`src/rtl/pwm_multi_ch_if.sv`:
```
// Purpose: register-write and per-channel control/status bundle for pwm_multi_ch.
// Latency: n/a (signal grouping only); master drives writes/start/stop, slave drives PWM status.
// Backpressure: none; writes and start/stop are single-cycle strobes, always accepted.
interface pwm_multi_ch_if #(
    parameter int CHANNELS  = 4,
    parameter int TimerBits = 8,
    parameter int ADDR_W    = 4
);
    logic                 i_wr_en;
    logic [ADDR_W-1:0]    i_wr_addr;
    logic [TimerBits-1:0] i_wr_data;
    logic [CHANNELS-1:0]  i_start;
    logic [CHANNELS-1:0]  i_stop;
    logic [CHANNELS-1:0]  o_pwm;
    logic [CHANNELS-1:0]  o_busy;
    logic [CHANNELS-1:0]  o_done;
    logic [CHANNELS-1:0]  o_wrap;

    modport master (
        output i_wr_en, i_wr_addr, i_wr_data, i_start, i_stop,
        input  o_pwm, o_busy, o_done, o_wrap
    );

    modport slave (
        input  i_wr_en, i_wr_addr, i_wr_data, i_start, i_stop,
        output o_pwm, o_busy, o_done, o_wrap
    );
endinterface

```
`src/rtl/pwm_multi_ch.sv`:
```
// Purpose: N-channel PWM with shadowed TOP/DUTY/REP staging regs, bursts, start/stop per channel.
// Latency: outputs registered; o_busy/o_pwm valid the cycle after i_start, o_done the cycle after last wrap.
// Backpressure: none; register writes and start/stop strobes are accepted every cycle.
// Ports: i_clk, i_rst (sync, active-low); bus = write port (en/addr/data), start/stop,
//        and per-channel pwm/busy/done/wrap status.
module pwm_multi_ch #(
    parameter int CHANNELS  = 4,
    parameter int TimerBits = 8,
    parameter int CNT_BITS  = 8,
    parameter int ADDR_W    = 4
) (
    input  logic          i_clk,
    input  logic          i_rst,
    pwm_multi_ch_if.slave bus
);

    typedef enum logic {IDLE = 1'b0, RUN = 1'b1} st_t;

    // Staging registers: written by the front end, only sampled at start or period boundaries.
    logic [TimerBits-1:0] top_r;
    logic [TimerBits-1:0] duty_r [CHANNELS];
    logic [CNT_BITS-1:0]  rep_r  [CHANNELS];

    always_ff @(posedge i_clk) begin
        if (!i_rst) begin
            top_r <= '0;
            for (int j = 0; j < CHANNELS; j++) begin
                duty_r[j] <= '0;
                rep_r[j]  <= '0;
            end
        end else if (bus.i_wr_en) begin
            if (bus.i_wr_addr == '0) begin
                top_r <= bus.i_wr_data;
            end
            for (int j = 0; j < CHANNELS; j++) begin
                if (bus.i_wr_addr == ADDR_W'(j + 1)) begin
                    duty_r[j] <= bus.i_wr_data;
                end
                if (bus.i_wr_addr == ADDR_W'(CHANNELS + j + 1)) begin
                    rep_r[j] <= CNT_BITS'(bus.i_wr_data);
                end
            end
        end
    end

    for (genvar k = 0; k < CHANNELS; k++) begin : g_ch
        st_t                  st_q, st_d;
        logic [TimerBits-1:0] cnt_q, cnt_d;
        logic [TimerBits-1:0] top_q, top_d;
        logic [TimerBits-1:0] duty_q, duty_d;
        logic [CNT_BITS-1:0]  pc_q, pc_d;
        logic [CNT_BITS-1:0]  rep_q, rep_d;
        logic                 done_d;
        logic                 last_period;
        logic                 pwm_q, busy_q, done_q, wrap_q;

        // One extra bit so pc+1 cannot wrap before being compared with REP.
        assign last_period = (rep_q != '0) &&
                             (({1'b0, pc_q} + (CNT_BITS + 1)'(1)) == {1'b0, rep_q});

        always_comb begin
            st_d   = st_q;
            cnt_d  = cnt_q;
            top_d  = top_q;
            duty_d = duty_q;
            pc_d   = pc_q;
            rep_d  = rep_q;
            done_d = 1'b0;
            if (bus.i_stop[k]) begin
                // Stop dominates a same-cycle start; in IDLE it changes nothing.
                st_d = IDLE;
            end else if (bus.i_start[k]) begin
                st_d   = RUN;
                cnt_d  = '0;
                pc_d   = '0;
                top_d  = top_r;
                duty_d = duty_r[k];
                rep_d  = rep_r[k];
            end else if (st_q == RUN) begin
                if (cnt_q == top_q) begin
                    cnt_d = '0;
                    // Saturate so continuous mode never wraps the period count.
                    pc_d  = (pc_q == '1) ? pc_q : pc_q + CNT_BITS'(1);
                    if (last_period) begin
                        st_d   = IDLE;
                        done_d = 1'b1;
                    end else begin
                        top_d  = top_r;
                        duty_d = duty_r[k];
                    end
                end else begin
                    cnt_d = cnt_q + TimerBits'(1);
                end
            end
        end

        always_ff @(posedge i_clk) begin
            if (!i_rst) begin
                st_q   <= IDLE;
                cnt_q  <= '0;
                top_q  <= '0;
                duty_q <= '0;
                pc_q   <= '0;
                rep_q  <= '0;
                pwm_q  <= 1'b0;
                busy_q <= 1'b0;
                done_q <= 1'b0;
                wrap_q <= 1'b0;
            end else begin
                st_q   <= st_d;
                cnt_q  <= cnt_d;
                top_q  <= top_d;
                duty_q <= duty_d;
                pc_q   <= pc_d;
                rep_q  <= rep_d;
                // Outputs are registered from next-state values so they line up with cnt_q.
                pwm_q  <= (st_d == RUN) && (cnt_d < duty_d);
                busy_q <= (st_d == RUN);
                done_q <= done_d;
                wrap_q <= (st_d == RUN) && (cnt_d == top_d);
            end
        end

        assign bus.o_pwm[k]  = pwm_q;
        assign bus.o_busy[k] = busy_q;
        assign bus.o_done[k] = done_q;
        assign bus.o_wrap[k] = wrap_q;
    end

endmodule

```
`src/flat_wrapper.sv`:
```
// flat-port wrapper written by rule: the top's interface ports become plain ports
module pwm_multi_ch_flat 
#(
    parameter int CHANNELS  = 4,
    parameter int TimerBits = 8,
    parameter int CNT_BITS  = 8,
    parameter int ADDR_W    = 4
)
  (i_clk, i_rst, bus_i_wr_en, bus_i_wr_addr, bus_i_wr_data, bus_i_start, bus_i_stop, bus_o_pwm, bus_o_busy, bus_o_done, bus_o_wrap);
  pwm_multi_ch_if #(.CHANNELS(CHANNELS), .TimerBits(TimerBits), .ADDR_W(ADDR_W)) bus_i ();
  input  logic i_clk;
  input  logic i_rst;
  input wire logic [$bits(bus_i.i_wr_en)-1:0] bus_i_wr_en;
  input wire logic [$bits(bus_i.i_wr_addr)-1:0] bus_i_wr_addr;
  input wire logic [$bits(bus_i.i_wr_data)-1:0] bus_i_wr_data;
  input wire logic [$bits(bus_i.i_start)-1:0] bus_i_start;
  input wire logic [$bits(bus_i.i_stop)-1:0] bus_i_stop;
  output wire logic [$bits(bus_i.o_pwm)-1:0] bus_o_pwm;
  output wire logic [$bits(bus_i.o_busy)-1:0] bus_o_busy;
  output wire logic [$bits(bus_i.o_done)-1:0] bus_o_done;
  output wire logic [$bits(bus_i.o_wrap)-1:0] bus_o_wrap;
  assign bus_i.i_wr_en = bus_i_wr_en;
  assign bus_i.i_wr_addr = bus_i_wr_addr;
  assign bus_i.i_wr_data = bus_i_wr_data;
  assign bus_i.i_start = bus_i_start;
  assign bus_i.i_stop = bus_i_stop;
  assign bus_o_pwm = bus_i.o_pwm;
  assign bus_o_busy = bus_i.o_busy;
  assign bus_o_done = bus_i.o_done;
  assign bus_o_wrap = bus_i.o_wrap;
  pwm_multi_ch #(.CHANNELS(CHANNELS), .TimerBits(TimerBits), .CNT_BITS(CNT_BITS), .ADDR_W(ADDR_W)) u_core (.i_clk(i_clk), .i_rst(i_rst), .bus(bus_i));
endmodule
```
`config.mk`:
```
export PLATFORM = sky130hd
export DESIGN_NAME = pwm_multi_ch_flat
export DESIGN_NICKNAME = d
export VERILOG_FILES = /design/src/rtl/pwm_multi_ch_if.sv /design/src/rtl/pwm_multi_ch.sv /design/src/flat_wrapper.sv
export SDC_FILE = /design/constraint.sdc
export NUM_CORES = 1
export LEC_CHECK = 0
export CORE_MARGIN = 2
export CORE_UTILIZATION = 45
export DETAILED_ROUTE_END_ITERATION = 7
export GPL_TIMING_DRIVEN = 0
export PLACE_DENSITY = 0.72
export SYNTH_ARGS = -nofsm -noshare
export SYNTH_HDL_FRONTEND = slang
export SYNTH_SLANG_ARGS = --single-unit
```
`constraint.sdc`:
```
create_clock -name i_clk -period 4.5 [get_ports i_clk]
set_clock_uncertainty 0.15 [all_clocks]
set_input_delay 0.9 -clock i_clk [delete_from_list [all_inputs] [get_ports i_clk]]
set_output_delay 0.9 -clock i_clk [all_outputs]
set_load 0.1 [all_outputs]
```
==> results of run 1 <==
## area by class of cell
| type | instances | area [µm²] | share of cell area [%] |
|---|---|---|---|
| Sequential cell | 248 | 5610 | 38.5 |
| Tap cell | 378 | 473 | 3.25 |
| Buffer | 68 | 362 | 2.49 |
| Inverter | 20 | 75.1 | 0.516 |
| Clock buffer | 37 | 821 | 5.64 |
| Clock inverter | 13 | 209 | 1.44 |
| Multi-Input combinational cell | 1065 | 6610 | 45.5 |
| Timing Repair Buffer | 39 | 385 | 2.65 |
## worst paths after layout
check / to / slack, ns / cells after the start
hold reg to reg: u_core.g_ch[2].rep_q[0]$_SDFFE_PN0P_ / 0.32 / 2
hold / removal: u_core.g_ch[2].rep_q[0]$_SDFFE_PN0P_ / 0.32 / 2
setup reg to reg: u_core.g_ch[0].pwm_q$_SDFF_PN0_ / 0.47 / 15
setup / recovery: u_core.g_ch[0].pwm_q$_SDFF_PN0_ / 0.47 / 15
## critical path: stages (launching register included)
cell,delay [ns]
dfxtp_1,0.36
ha_1,0.21
buf_2,0.16
nand3_2,0.13
o22ai_1,0.11
a2111oi_1,0.49
nand4_1,0.27
o31ai_4,0.58
buf_6,0.25
mux2i_1,0.29
ha_1,0.29
a21oi_1,0.14
nor2b_1,0.06
o21ai_0,0.14
nand2_1,0.08
a211oi_2,0.21
## cell usage in the layout, fill, tap and decap left out, types with 36 or more instances in the layout
cell             synthesis  final
a21oi_1                 99     99
o21ai_0                 77     77
clkdlybuf4s50_1          0     37
nor2_1                 159    159
nand2_1                141    141
mux2i_1                 70     70
ha_1                    36     36
edfxtp_1                64     64
dfxtp_1                184    184
clkbuf_1                36     38
xnor2_1                 50     50
xor2_1                  45     45
and2_1                 101    101
## logic make-up (layout without fill, tap and decap cells)
logic type / Yosys count / count (layout)
xor gates and xnor gates: 95 / 95
buffers and inverters: 88 / 177
and+or+nand+nor: 604 / 604
muxes: 72 / 72
DFF: 248 / 248
AOI/OAI and AO/OA: 258 / 258
adders and majority gates: 36 / 36
## timing repair
item / CTS / global route
hold buffers: 0 / 0
endpoints found under the setup margin: 0 / 1
setup buffers: 0 / 2
## registers in the layout, summed over array words and instances (netlist names)
name                count
u_core.g_ch.wrap_q      4
u_core.g_ch.st_q        4
u_core.g_ch.pc_q       32
u_core.g_ch.done_q      4
u_core.top_r            8
u_core.rep_r           32
u_core.g_ch.cnt_q      32
u_core.g_ch.duty_q     32
u_core.g_ch.rep_q      32
u_core.g_ch.top_q      32
u_core.duty_r          32
u_core.g_ch.pwm_q       4
## metrics by stage
step           hold slack, ns  utilization [%]  std cells  instance area [µm²]  total power [mW]
2_1_floorplan           0.298                -       1401                12700              2.74
3_3_place_gp            0.313             48.7       1816                13500              2.88
3_5_place_dp            0.315             48.7       1816                13500              2.89
4_1_cts                 0.323             52.4       1866                14500              5.38
5_1_grt                 0.347             52.5       1868                14500              5.53
6_report                0.320             52.5       1868                14500              5.35
## where the power goes
group / switching, mW / internal (mW)
combinational: 0.296 / 0.149
clock: 0.934 / 1.57
sequential: 0.0393 / 2.36
total: 1.27 / 4.08
## metal layers
layer  share of wire, %  global-route usage (%)
met1                 45                    28.9
met2                 47                    36.2
met3                6.1                    3.24
met4                2.8                    6.74
met5                  0                       0
==> flow_summary.ini, run 1 <==
[sta]
fin_crit_sh_pct = 89.5
relSlewSlack_pct = 13.2
min_period_ns = 4.03
finalSetupViolCount = 0
setup_ws_ns = 0.472
hold_viol = 0
tns_ns = 0
slew_violations = 0
rsz0062_at_grt = no
fmax_ghz = 0.248
max_slew.worst_pin.slew_ns = 1.29

[power]
power.density_nw_per_um2 = 368
p_leak_nw = 5.72
peakVddDrop_mv = 0.401

[worst_hold_path]
hold_path.class = flip-flop to flip-flop
holdCritStartpoint = u_core.g_ch[2].rep_q[0]$_SDFFE_PN0P_

[cells_and_area]
n_fill_cell = 2517
area_growth_pct = 14.9
diodes = 0
drive_above_1_share_pct = 7.25
nets = 1528

[logic_synthesis]
yosys.area_share.simple_pct = 24.2
async_flop_share_pct = 0
postSynthNetCount = 1460
synth_xor_area_share_pct = 6.58
synth_compound_area_share_pct = 12.2
synth_top_family_by_area = simple AND/OR/NAND/NOR gates
synth_top_area_share_pct = 29.1
synth.avg_cell_area_um2 = 9.03
synth.cell_area_um2 = 12700
ys_top_cells_by_count = dfxtp_1 (184), nor2_1 (159), nand2_1 (141), and2_1 (101), a21oi_1 (99)
synthAdderAreaFrac_pct = 3.56
yosysWarnings = 0
seq_area_frac_synth_pct = 44.3
netlist_instances = 1401
yosys.area.top_type = dfxtp_1
synth.area.mux_share_pct = 5.71
synth_seq_cells = 248
synth_cell_types = 73
synth_edf_count = 64
ys_top_cells_by_area = dfxtp_1 (29%), edfxtp_1 (15%), mux2i_1 (5.5%)
yosysMostFrequentCell = dfxtp_1
ys.flop_type = dfxtp_1

[grt]
grt_pass1_vias = 9905
grt_pass1_wl_mm = 51.0
grt_usage_pct = 21.7
grt.overflow.total = 0
antenna_found_initial = 1
grt_max_degree = 15

[setup_path]
cp.required_ns = 4.81
critical_path_class = flip-flop to flip-flop
r2r_start = u_core.g_ch[0].pc_q[0]$_SDFFE_PN0P_
startpoint_type = flip-flop
cp.arrival_ns = 4.34
critPathMaxFanout = 10
startpoint = u_core.g_ch[0].pc_q[0]$_SDFFE_PN0P_
worstSetupEndpointType = flip-flop

[floorplan]
dieArea_um2 = 29500
core_um2 = 27700
start_util_pct = 45.7
ios = 39
fp.dieW_um = 172
core.rowCount = 61
die_h_um = 172

[clocking]
cts_buffer_depth = 3
clock_latency_ns = 0.54
cts_tree = done
cts.repair.resized = 0
cts_made_buffers = 27
cts-root-buf = clkbuf_16
cts_sinks = 248
h-tree-depth = 1
path_clk_slew_ns = 0.07

[run_status]
status = completed

[placed_design]
place_ws_ns = 0.283
gp_congestion = 0.881
port_buffers = 37
hpwl_mm = 22.6

[detailed_routing]
wl_per_cell_um = 17.0
drc_errors = 0
first_iter_violations = 809
drt_wl_total_mm = 31.8
ant_nets = 0
vias = 10400
dr.pass1.iters = 5
vias_per_cell = 5.58

[flow_run]
cap_violations = 0
No activity file was read; power rests on OpenSTA's default activity.
==> run 2: changes to the inputs <==
--- a/config.mk
+++ b/config.mk
@@ -9,7 +9,7 @@
 export CORE_UTILIZATION = 45
 export DETAILED_ROUTE_END_ITERATION = 7
 export GPL_TIMING_DRIVEN = 0
-export PLACE_DENSITY = 0.72
+export PLACE_DENSITY = 0.63
 export SYNTH_ARGS = -nofsm -noshare
 export SYNTH_HDL_FRONTEND = slang
 export SYNTH_SLANG_ARGS = --single-unit
==> flow_summary.ini, run 2 (synthesized netlist as in run 1, its figures left out) <==
[detailed_routing]
drt_wl_total_mm = 31.9
dr.pass1.iters = 5
first_iter_violations = 687
ant_nets = 0
vias_per_cell = 5.45
vias = 10200
drc_errors = 0
wl_per_cell_um = 17.1

[cells_and_area]
drive_above_1_share_pct = 6.98
n_fill_cell = 2566
final_cell_mix = dfxtp_1 (184), nor2_1 (159), nand2_1 (141)
layout_commonest_cell = dfxtp_1
area_growth_pct = 14.6
final_area_um2 = 14500
nets = 1528
diodes = 0

[grt]
grtUsageMet2_pct = 36.0
grt_util_met1_pct = 29.2
grt_pass1_vias = 9668
grt_usage_pct = 21.7
busiest_layer = met2
grt_max_degree = 14
antenna_found_initial = 0
grt_pass1_wl_mm = 50.5
grt.overflow.total = 0
grt_util_met3_pct = 3.73

[clocking]
path_clk_slew_ns = 0.06
cts-root-buf = clkbuf_16
cts.repair.resized = 0
postCtsSetupBuffers = 0
cts_sinks = 248
h-tree-depth = 1
clock_latency_ns = 0.54
holdBufCountCts = 0
cts_tree = done
cts_buffer_depth = 3
cts_made_buffers = 29

[setup_path]
rr_endpoint = u_core.g_ch[3].pwm_q$_SDFF_PN0_
critical_path_class = flip-flop to flip-flop
rr_worst_depth = 17
r2r_start = u_core.g_ch[3].pc_q[0]$_SDFFE_PN0P_
worstSetupEndpointType = flip-flop
r2r_slack_ns = 0.40
cp.arrival_ns = 4.44
cp.required_ns = 4.83
critPathMaxFanout = 10
startpoint_type = flip-flop

[placed_design]
gp_congestion = 0.874
hpwl_mm = 22.6
port_buffers = 37
place_area_um2 = 13500

[floorplan]
core_um2 = 27700
start_util_pct = 45.7
dieArea_um2 = 29500
core.rowCount = 61
fp.dieW_um = 172
ios = 39
die_h_um = 172

[power]
peakVddDrop_mv = 0.262
power.density_nw_per_um2 = 366
p_leak_nw = 5.69
power_mw = 5.30

[sta]
fin_crit_sh_pct = 91.2
rsz0062_at_grt = no
whs_ns = 0.331
max_slew.worst_pin.slew_ns = 1.18
finalSetupViolCount = 0
min_period_ns = 4.10
fmax_ghz = 0.244
relSlewSlack_pct = 20.4
slew_violations = 0
tns_ns = 0
hold_viol = 0

[worst_hold_path]
holdCritStartpoint = u_core.g_ch[2].rep_q[0]$_SDFFE_PN0P_
hold_path.class = flip-flop to flip-flop
hold_end = u_core.g_ch[2].rep_q[0]$_SDFFE_PN0P_
hold_depth = 2

[flow_run]
cap_violations = 0

[run_status]
status = completed
[run 2: changes by cell type in the layout (fill, tap and decap cells not counted), moves of 2 or more]
| cell | before | now |
|---|---|---|
| buf_4 | 20 | 18 |
| clkbuf_1 | 38 | 41 |
| clkbuf_8 | 4 | 0 |
| clkinvlp_4 | 1 | 3 |
| clkinv_1 | 0 | 2 |
| clkinv_2 | 2 | 6 |
[run 2: power by group]
group / switching [mW] / internal (mW) / total [mW]
logic: 0.294 / 0.147 / 0.442
clock network: 0.935 / 1.53 / 2.46
registers: 0.0396 / 2.36 / 2.40
total: 1.27 / 4.03 / 5.30
[run 2: layout make-up]
cell class | count | area [µm²] | area share, %
Multi-Input combinational cell | 1065 | 6610 | 45.6
Sequential cell | 248 | 5610 | 38.7
Clock buffer | 34 | 744 | 5.13
Tap cell | 378 | 473 | 3.26
Timing Repair Buffer | 37 | 370 | 2.55
Buffer | 68 | 362 | 2.49
Clock inverter | 19 | 258 | 1.78
Inverter | 20 | 75.1 | 0.518
[run 2: worst max-delay path by stage]
stage	cells past startpoint	from	end	slack, ns
2_1_floorplan	17	u_core.g_ch[3].pc_q[0]$_SDFFE_PN0P_	u_core.g_ch[3].pwm_q$_SDFF_PN0_	1.00
6_report	17	u_core.g_ch[3].pc_q[0]$_SDFFE_PN0P_	u_core.g_ch[3].pwm_q$_SDFF_PN0_	0.40
4_1_cts	17	u_core.g_ch[3].pc_q[0]$_SDFFE_PN0P_	u_core.g_ch[3].pwm_q$_SDFF_PN0_	0.37
5_1_grt	17	u_core.g_ch[3].pc_q[0]$_SDFFE_PN0P_	u_core.g_ch[3].pwm_q$_SDFF_PN0_	0.02
3_3_place_gp	11	bus_i_start[3]	u_core.g_ch[3].pwm_q$_SDFF_PN0_	0.35
3_5_place_dp	11	bus_i_start[3]	u_core.g_ch[3].pwm_q$_SDFF_PN0_	0.32
[run 2: per-layer routing]
metal  routed length (µm)  up-vias  share of wire (%)
li1                     -     5089                  -
met1                14600     4804                 46
met2                14700      249                 46
met3                 1870       50                5.8
met4                  752        0                2.4
met5                    0        -                  0
[run 2: worst max-delay path, cell delays in order (launching register included)]
cell and delay [ns]:
dfxtp_1 0.47, ha_1 0.19, clkbuf_1 0.25, and2_1 0.32
and3_1 0.19, o2111ai_1 0.18, nor3_4 0.31, nand2_2 0.11
a21oi_2 0.27, clkbuf_4 0.32, mux2i_1 0.29, ha_1 0.28
a21oi_1 0.13, nor2b_1 0.06, o21ai_0 0.14, nand2_1 0.09
nor3_1 0.18, a21o_1 0.11
[run 2: stage by stage]
| step | setup WS (ns) | std cells | util [%] |
|---|---|---|---|
| floorplan | 1.00 | 1401 | - |
| global placement | 0.346 | 1816 | 48.7 |
| detailed placement | 0.324 | 1816 | 48.7 |
| CTS | 0.369 | 1869 | 52.3 |
| global route | 0.0249 | 1869 | 52.3 |
| finish | 0.396 | 1869 | 52.3 |
==> run 3: changes to the inputs <==
--- a/config.mk
+++ b/config.mk
@@ -5,7 +5,6 @@
 export SDC_FILE = /design/constraint.sdc
 export NUM_CORES = 1
 export LEC_CHECK = 0
-export CORE_MARGIN = 2
 export CORE_UTILIZATION = 45
 export DETAILED_ROUTE_END_ITERATION = 7
 export GPL_TIMING_DRIVEN = 0
==> flow_summary.ini, run 3 (synthesized netlist as in run 1, its figures left out) <==
[setup_path]
cp_common_cell = ha_1
path_cells = ha_1, clkbuf_1, and2_1, and3_1, o2111ai_1, nor3_4, nand2_2, a21oi_2, clkbuf_4, mux2i_1, ha_1, a21oi_1, nor2b_1, o21ai_0, nand2_1, nor3_1, a21o_1
cp_top_family = simple AND/OR/NAND/NOR gates
cp.arrival_ns = 4.54
cp.buffers_inverters = 2
startpoint_type = flip-flop
slowest_stage = dfxtp_1
worstSetupEndpointType = flip-flop
slowest_delay_ns = 0.46
critPathMaxFanout = 10
critical_path_class = flip-flop to flip-flop
cp.required_ns = 4.85

[cells_and_area]
fin_util_pct = 52.3
final_area_um2 = 14500
final_cell_mix = dfxtp_1 (184), nor2_1 (159), nand2_1 (141)
nets = 1528
drive_above_1_share_pct = 7.11
regArea_um2 = 5610
area_growth_pct = 14.6
layout_commonest_cell = dfxtp_1
n_fill_cell = 2596
diodes = 0
multi_input_area_um2 = 6610

[placed_design]
place_area_um2 = 13500
place_ws_ns = 0.333
hpwl_mm = 22.7
gp_congestion = 0.892
port_buffers = 37

[floorplan]
ios = 39
start_util_pct = 45.7
fp.dieW_um = 170
core_um2 = 27700
dieArea_um2 = 28800
die_h_um = 170
core.rowCount = 61

[clocking]
cts_buffer_depth = 3
path_clk_slew_ns = 0.06
postCtsSetupBuffers = 0
cts_made_buffers = 29
cts.repair.resized = 0
holdBufCountCts = 0
cts-root-buf = clkbuf_16
cts_sinks = 248
h-tree-depth = 1
cts_tree = done
clock_latency_ns = 0.55

[power]
power_frac_clock_pct = 46.3
seqPwrFrac_pct = 45.4
p_comb_share_pct = 8.3
switching_share_pct = 24.5
peakVddDrop_mv = 0.338
p_switching_mw = 1.29
cell_internal_pwr_mw = 4.00
p_leak_nw = 5.68
power.density_nw_per_um2 = 365

[detailed_routing]
first_iter_violations = 894
drc_errors = 0
vias = 10200
dr.pass1.iters = 5
drt_wl_total_mm = 32.1
vias_per_cell = 5.47
ant_nets = 0
wl_per_cell_um = 17.2

[grt]
grt_max_degree = 15
antenna_found_initial = 1
grt_usage_pct = 22.3
grt_pass1_vias = 9513
grt.overflow.total = 0
grt_pass1_wl_mm = 50.8

[sta]
min_period_ns = 4.19
max_slew.worst_pin.slew_ns = 1.31
finalSetupViolCount = 0
whs_ns = 0.327
fin_crit_sh_pct = 93.1
tns_ns = 0
fmax_ghz = 0.239
setup_ws_ns = 0.309
rsz0062_at_grt = no
hold_viol = 0
slew_violations = 0
relSlewSlack_pct = 12.1

[flow_run]
cap_violations = 0

[run_status]
status = completed

[worst_hold_path]
hold_path.class = flip-flop to flip-flop
[run 3: worst reg2reg max path, cell delays in order, from the launching register on]
cell and delay, ns:
dfxtp_1 0.46, ha_1 0.19, clkbuf_1 0.25, and2_1 0.32, and3_1 0.19, o2111ai_1 0.19, nor3_4 0.38, nand2_2 0.10
a21oi_2 0.27, clkbuf_4 0.32, mux2i_1 0.30, ha_1 0.29, a21oi_1 0.15, nor2b_1 0.06, o21ai_0 0.15, nand2_1 0.10
nor3_1 0.18, a21o_1 0.11
[run 3: final timing paths]
check	from	endpoint	slack [ns]	cells after the start
min reg2reg	u_core.g_ch[1].duty_q[0]$_SDFF_PN0_	u_core.g_ch[1].duty_q[0]$_SDFF_PN0_	0.33	2
max reg2reg	u_core.g_ch[3].pc_q[0]$_SDFFE_PN0P_	u_core.g_ch[3].pwm_q$_SDFF_PN0_	0.31	17
min	u_core.g_ch[1].duty_q[0]$_SDFF_PN0_	u_core.g_ch[1].duty_q[0]$_SDFF_PN0_	0.33	2
max	u_core.g_ch[3].pc_q[0]$_SDFFE_PN0P_	u_core.g_ch[3].pwm_q$_SDFF_PN0_	0.31	17
[run 3: power groups by stage]
| stage | registers, mW | clock network, mW | logic (mW) |
|---|---|---|---|
| floorplan | 2.43 | 0 | 0.307 |
| global placement | 2.45 | 0 | 0.435 |
| detailed placement | 2.45 | 0 | 0.440 |
| CTS | 2.40 | 2.50 | 0.442 |
| global route | 2.41 | 2.59 | 0.484 |
| finish | 2.40 | 2.45 | 0.442 |
[run 3: layer usage]
metal	vias to the layer above	track usage (%)	part of all wire [%]
met3	50	3.01	4.9
met1	4862	30.2	47
li1	5086	-	-
met4	0	6.11	2.2
met5	-	0	0
met2	223	37.3	46
[run 3: cell type report]
type / count / share of cell area, %
Buffer: 68 / 2.49
Clock buffer: 38 / 5.51
Clock inverter: 15 / 1.41
Inverter: 20 / 0.518
Multi-Input combinational cell: 1065 / 45.6
Sequential cell: 248 / 38.7
Tap cell: 378 / 3.26
Timing Repair Buffer: 37 / 2.55
[run 3: per-stage QoR]
step	power (mW)	instances
after global routing	5.48	1869
final	5.29	1869
after floorplan	2.74	1401
after CTS	5.35	1869
after global placement	2.88	1816
after detailed placement	2.89	1816
